### src/rtl/reg_file_pkg.sv
// Shared types and default parameter values for the reg_file_sb register file.
package reg_file_pkg;

  // Post-reset clear sequence, then normal operation.
  typedef enum logic {
    CLEAR = 1'b0,
    RUN   = 1'b1
  } rf_state_t;

  localparam int DATA_W_D   = 32;
  localparam int ADDR_W_D   = 5;
  localparam int TRIG_REG_D = 5;
  localparam int OUT_REG_D  = 10;

endpackage

### src/rtl/reg_scoreboard.sv
// Pending-write scoreboard: one busy bit per register, set by an issuing load
// and cleared by the matching writeback. x0 is never busy.
module reg_scoreboard #(
  parameter int ADDR_W = 5,
  parameter int BYPASS = 1
) (
  input  logic              clk,
  input  logic              rst,
  input  logic              run,
  input  logic [ADDR_W-1:0] SA,
  input  logic              SE,
  input  logic [ADDR_W-1:0] A3,
  input  logic              WE3,
  input  logic [ADDR_W-1:0] A1,
  input  logic [ADDR_W-1:0] A2,
  output logic              busy1,
  output logic              busy2
);

  localparam int NREGS = 2**ADDR_W;

  logic [NREGS-1:0] busy_reg;
  logic [NREGS-1:0] busy_next;
  logic [NREGS-1:0] set_vec;
  logic [NREGS-1:0] clr_vec;

  genvar gi;
  generate
    for (gi = 0; gi < NREGS; gi++) begin : g_busy
      if (gi == 0) begin : g_zero
        assign set_vec[gi]   = 1'b0;
        assign clr_vec[gi]   = run && WE3 && (A3 == '0);
        assign busy_next[gi] = 1'b0;
      end else begin : g_reg
        assign set_vec[gi]   = run && SE && (SA == ADDR_W'(gi));
        assign clr_vec[gi]   = run && WE3 && (A3 == ADDR_W'(gi));
        // A new load to the same rd outranks the writeback of the old one.
        assign busy_next[gi] = set_vec[gi] | (busy_reg[gi] & ~clr_vec[gi]);
      end
    end
  endgenerate

  // Busy vector register.
  always_ff @(posedge clk) begin
    if (rst) begin
      busy_reg <= '0;
    end else begin
      busy_reg <= busy_next;
    end
  end

  // Lookup; with bypass a register being written back this cycle is already free.
  always_comb begin
    busy1 = run && busy_reg[A1] && !((BYPASS != 0) && clr_vec[A1]);
    busy2 = run && busy_reg[A2] && !((BYPASS != 0) && clr_vec[A2]);
  end

endmodule

### src/rtl/reg_file_sb.sv
// Parametrised register file with post-reset clear, optional write bypass,
// load-use scoreboard and a trigger input mapped onto one register.
module reg_file_sb
  import reg_file_pkg::*;
#(
  parameter int DATA_W      = DATA_W_D,
  parameter int ADDR_W      = ADDR_W_D,
  parameter int TRIG_REG    = TRIG_REG_D,
  parameter int OUT_REG     = OUT_REG_D,
  parameter int BYPASS      = 1,
  parameter int TRIG_STICKY = 0
) (
  input  logic              clk,
  input  logic              rst,
  input  logic [ADDR_W-1:0] A1,
  input  logic [ADDR_W-1:0] A2,
  input  logic [ADDR_W-1:0] A3,
  input  logic [DATA_W-1:0] WD3,
  input  logic              WE3,
  input  logic [ADDR_W-1:0] SA,
  input  logic              SE,
  input  logic              trigger,
  output logic [DATA_W-1:0] RD1,
  output logic [DATA_W-1:0] RD2,
  output logic              busy1,
  output logic              busy2,
  output logic [DATA_W-1:0] a0,
  output logic              init_done
);

  localparam int NREGS = 2**ADDR_W;
  localparam logic [ADDR_W-1:0] TRIG_A = ADDR_W'(TRIG_REG);
  localparam logic [ADDR_W-1:0] OUT_A  = ADDR_W'(OUT_REG);
  localparam logic [ADDR_W-1:0] LAST_A = ADDR_W'(NREGS - 1);

  rf_state_t         state_reg;
  rf_state_t         state_next;
  logic [ADDR_W-1:0] idx_reg;
  logic [ADDR_W-1:0] idx_next;

  logic [DATA_W-1:0] mem [NREGS];

  logic              run;
  logic              wr_ok;
  logic [DATA_W-1:0] trig_word;

  assign run       = (state_reg == RUN);
  assign init_done = run;
  // CPU writes to x0 and to the trigger register are dropped.
  assign wr_ok     = run && WE3 && (A3 != '0) && (A3 != TRIG_A);

  // Clear FSM state register.
  always_ff @(posedge clk) begin
    if (rst) begin
      state_reg <= CLEAR;
      idx_reg   <= '0;
    end else begin
      state_reg <= state_next;
      idx_reg   <= idx_next;
    end
  end

  // Clear FSM next state: walk every index once, then run.
  always_comb begin
    state_next = state_reg;
    idx_next   = idx_reg;
    case (state_reg)
      CLEAR: begin
        idx_next = idx_reg + 1'b1;
        if (idx_reg == LAST_A) begin
          state_next = RUN;
        end
      end
      RUN: begin
        idx_next = idx_reg;
      end
      default: begin
        state_next = CLEAR;
      end
    endcase
  end

  generate
    if (TRIG_STICKY != 0) begin : g_sticky
      logic trig_prev_reg;
      logic trig_latch_reg;
      logic trig_latch_next;
      logic trig_rise;
      logic trig_clr;

      assign trig_rise = trigger && !trig_prev_reg;
      assign trig_clr  = run && WE3 && (A3 == TRIG_A) && !WD3[0];

      // Latch update: a fresh rising edge beats a software clear.
      always_comb begin
        trig_latch_next = trig_latch_reg;
        if (trig_rise) begin
          trig_latch_next = 1'b1;
        end else if (trig_clr) begin
          trig_latch_next = 1'b0;
        end
      end

      // Edge detector and latch registers.
      always_ff @(posedge clk) begin
        if (rst) begin
          trig_prev_reg  <= 1'b0;
          trig_latch_reg <= 1'b0;
        end else begin
          trig_prev_reg <= trigger;
          if (run) begin
            trig_latch_reg <= trig_latch_next;
          end
        end
      end

      assign trig_word = {{(DATA_W-1){1'b0}}, trig_latch_next};
    end else begin : g_level
      assign trig_word = {{(DATA_W-1){1'b0}}, trigger};
    end
  endgenerate

  // Storage: sequential clear, then CPU writes plus the trigger mirror.
  always_ff @(posedge clk) begin
    if (!rst) begin
      if (state_reg == CLEAR) begin
        mem[idx_reg] <= '0;
      end else begin
        if (wr_ok) begin
          mem[A3] <= WD3;
        end
        mem[TRIG_A] <= trig_word;
      end
    end
  end

  // Read ports with optional same-cycle write bypass; all zero while clearing.
  always_comb begin
    RD1 = '0;
    RD2 = '0;
    if (run && (A1 != '0)) begin
      if ((BYPASS != 0) && wr_ok && (A3 == A1)) begin
        RD1 = WD3;
      end else begin
        RD1 = mem[A1];
      end
    end
    if (run && (A2 != '0)) begin
      if ((BYPASS != 0) && wr_ok && (A3 == A2)) begin
        RD2 = WD3;
      end else begin
        RD2 = mem[A2];
      end
    end
  end

  assign a0 = run ? mem[OUT_A] : '0;

  reg_scoreboard #(
    .ADDR_W (ADDR_W),
    .BYPASS (BYPASS)
  ) u_scoreboard (
    .clk   (clk),
    .rst   (rst),
    .run   (run),
    .SA    (SA),
    .SE    (SE),
    .A3    (A3),
    .WE3   (WE3),
    .A1    (A1),
    .A2    (A2),
    .busy1 (busy1),
    .busy2 (busy2)
  );

endmodule

### config.mk
export PLATFORM = sky130hd
export DESIGN_NAME = reg_file_sb
export DESIGN_NICKNAME = d
export VERILOG_FILES = /design/src/rtl/reg_file_pkg.sv /design/src/rtl/reg_scoreboard.sv /design/src/rtl/reg_file_sb.sv
export SDC_FILE = /design/constraint.sdc
export NUM_CORES = 2
export LEC_CHECK = 0
export BUFFER_PORTS_ARGS = -buffer_cell sky130_fd_sc_hd__buf_4
export CAP_MARGIN = 20
export CORE_MARGIN = 5
export CORE_UTILIZATION = 40
export CTS_CLUSTER_SIZE = 8
export DETAILED_ROUTE_END_ITERATION = 12
export GPL_TIMING_DRIVEN = 0
export HOLD_SLACK_MARGIN = 0.1
export SLEW_MARGIN = 15
export SYNTH_ARGS = -nofsm -noshare
export SYNTH_HDL_FRONTEND = slang
export SYNTH_SLANG_ARGS = --single-unit
export TNS_END_PERCENT = 20
### constraint.sdc
create_clock -name clk -period 4.8 [get_ports clk]
set_input_delay 0.48 -clock clk [delete_from_list [all_inputs] [get_ports clk]]
set_output_delay 0.48 -clock clk [all_outputs]
set_load 0.01 [all_outputs]
==> reports/metrics.csv <==
stage,metric,value,unit
outcome,status,finished with violations,
outcome,violations,setup timing,
logic_synthesis,synth_cell_types,54,
sta,setup_tns,-0.0202,ns
sta,slew_violations,0,
detailed_routing,antenna_left,0,
clocking,ctsHoldBuffers,1,
logic_synthesis,synth_ff_type,edfxtp_1,
global_routing,grt_pass1_vias,33300,
cells_and_area,final_common_cell,edfxtp_1,
setup_path,critPathLaunchType,input pin,
pwr,p_leak,17.4,nW
sta,worst_slack,-0.0202,ns
cells_and_area,multi_input_area,0.0174,mm2
cells_and_area,layout_common_cells,"993 x edfxtp_1, 527 x mux4_2, 173 x clkbuf_1, 164 x buf_4, 152 x clkbuf_16",
floorplan,die_area,0.131,mm2
cells_and_area,largest_register_ffs,1024,
logic_synthesis,yosysWarningCount,0,
cells_and_area,nets,3125,
floorplan,core,0.123,mm2
clocking,cts.sinks,1061,
global_routing,grt_max_degree,32,
logic_synthesis,syn_nets,2761,
setup_path,arrival,4.34,ns
placed_design,placed_cells,4544,
sta,finalHoldViolations,0,
floorplan,num_io_pins,156,
logic_synthesis,netlist_area,0.0494,mm2
clocking,path_clk_slew,0.05,ns
pwr,seqPwrFrac,47.1,%
cells_and_area,fillers,10200,
detailed_routing,wl_met2,85000,um
logic_synthesis,synthTopCellsByArea,"edfxtp_1 60%, mux4_2 24%, dfxtp_1 2.8%",
sta,final.setup_skew,0.0444,ns
clocking,cts.path.max_buffers,3,
sta,finalCritPeriodShare,100,%
cells_and_area,fin_util,47.4,%
floorplan,dieHeight,361,um
setup_path,worstSetupPathType,in -> out,
cells_and_area,fin_cells,4792,
pwr,pwr-share-comb,6.6,%
placed_design,port_buffers,143,
cells_and_area,drive_gt1_share,33.6,%
floorplan,die_x,361,um
clocking,cts_made_buffers,151,
detailed_routing,route.met3.wl,21700,um
detailed_routing,wl_per_cell,38.1,um
pwr,power.internal,0.0164,W
sta,setup_viol,1,
logic_synthesis,synth_top_area_share,60.4,%
setup_path,worstPathMaxFanout,10,
global_routing,antenna_found_initial,4,
placed_design,gp_congestion,0.905,
detailed_routing,wirelength,183000,um
clocking,cts_resized,0,
detailed_routing,vias_per_cell,6.75,
global_routing,grt.total_usage,27.6,%
cells_and_area,area_growth,18.2,%
worst_hold_path,holdCritPathClass,in -> reg,
detailed_routing,drtIter0Drc,4577,
logic_synthesis,synth_seq_cells,1061,
detailed_routing,drcViolationCount,0,
detailed_routing,drtPass1Iterations,7,
global_routing,overflow,0,
logic_synthesis,synth_edf_count,993,
cells_and_area,register_area,0.0312,mm2
logic_synthesis,synth_area_per_cell,18.3,um2
sta,period_needed,4.82,ns
pwr,p_sw,0.00493,W
logic_synthesis,post-synth-top-area-cell,edfxtp_1,
setup_path,cp.required,4.32,ns
pwr,powerDensity,366,mW/mm2
pwr,switching_share,23.1,%
clocking,cts-root-buf,clkbuf_16,
sta,tightest_slew,1.27,ns
sta,fmax,0.207,GHz
clocking,htree_levels,4,
global_routing,grt_pass1_wl,253000,um
setup_path,end_kind,output port,
flow_run,cap_violations,0,
sta,rsz0062_at_grt,no,
clocking,cts_tree,yes,
clocking,post_cts_buffers,0,
detailed_routing,num_vias,32300,
logic_synthesis,ys_async_sr_fraction,0,%
sta,relSlewSlack,15.5,%
clocking,clk_latency,0.77,ns
placed_design,dpl.hpwl,128000,um
pwr,p_clk_share,46.4,%
detailed_routing,m1WireLength,65300,um
logic_synthesis,synth_seq_area_share,63.1,%
pwr,vdd_drop_max,0.000274,V
floorplan,fp-row-count,129,
logic_synthesis,synth_cells,2702,
floorplan,initial_core_util,40.1,%
detailed_routing,top_layer_used,met5,
==> layer usage <==
metal | global-route usage [%] | vias to the layer above
li1 | - | 12300
met1 | 34.8 | 17200
met2 | 43.3 | 2370
met3 | 8.46 | 521
met4 | 14.0 | 4
met5 | 0 | -
==> path summary, 6_finish.rpt <==
kind / start / endpoint / slack (ns) / cells after the start
worst min register to register: mem[5][14]$_SDFFE_PP0P_ / mem[5][14]$_SDFFE_PP0P_ / 0.48 / 1
worst min-delay path: SA[2] / u_scoreboard.busy_reg[12]$_SDFF_PP0_ / 0.20 / 3
worst max register to register: init_done$_SDFF_PP0_ / mem[0][11]$_DFFE_PP_ / 0.71 / 6
worst max-delay path: A2[4] / RD2[28] / -0.02 / 9
==> stage by stage <==
stage               hold WS, ns  power [W]  area [um2]  worst slack (ns)
floorplan                 0.442     0.0110       49400              1.28
global placement          0.454     0.0116       52500             -1.73
detailed placement        0.467     0.0116       54000             0.174
CTS                       0.161     0.0214       58300             0.177
global route              0.211     0.0219       58400            0.0918
finish                    0.202     0.0214       58400           -0.0202
==> power by group through the flow <==
| stage | Sequential, W | Combinational (W) | Clock, W |
|---|---|---|---|
| 2_1_floorplan | 0.0102 | 0.000799 | 0 |
| 3_3_place_gp | 0.0102 | 0.00131 | 0 |
| 3_5_place_dp | 0.0102 | 0.00137 | 0 |
| 4_1_cts | 0.0101 | 0.00137 | 0.00996 |
| 5_1_grt | 0.0101 | 0.00144 | 0.0104 |
| 6_report | 0.0101 | 0.00140 | 0.00991 |
==> synthesized netlist by cell type (all sizes together), types with 15 or more instances <==
cell    instances
clkbuf        105
edfxtp        993
o22a           29
a21oi          44
dfxtp          68
mux4          527
a31oi          29
o21ai          69
nand2         115
o22ai         148
nor4           62
buf           121
mux2i          15
nor2           83
nand3          18
and2           98
a22o           58
==> cell type report <==
type	count	share of cell area (%)
diodes	1	0.00429
well taps	1637	3.51
multi-input cells	1408	29.8
clock buffers	224	6.98
flip-flops and latches	1061	53.4
clock inverters	17	0.426
plain buffers	226	1.79
inverters	7	0.0450
repair buffers	211	4.08
==> worst max-delay path, cell delays in order <==
cell and delay (ns):
buf_2 0.26, nor2b_1 0.17, nand2_1 0.14, clkbuf_1 0.82
clkbuf_1 0.83, o22ai_1 0.36, nor4_1 0.89, a22o_1 0.24
buf_4 0.12
==> kinds of logic after synthesis <==
| group | count (synthesis) | synth area share [%] |
|---|---|---|
| multiplexers | 544 | 24.4 |
| buffers and inverters | 233 | 2.15 |
| AND/OR/NAND/NOR | 439 | 4.57 |
| flip-flops | 1061 | 63.1 |
| XOR/XNOR | 14 | 0.248 |
| adder cells (fa/ha/maj) | 2 | 0.0507 |
| AO/OA/AOI/OAI | 409 | 5.47 |
(Power assumes the default switching activity.)
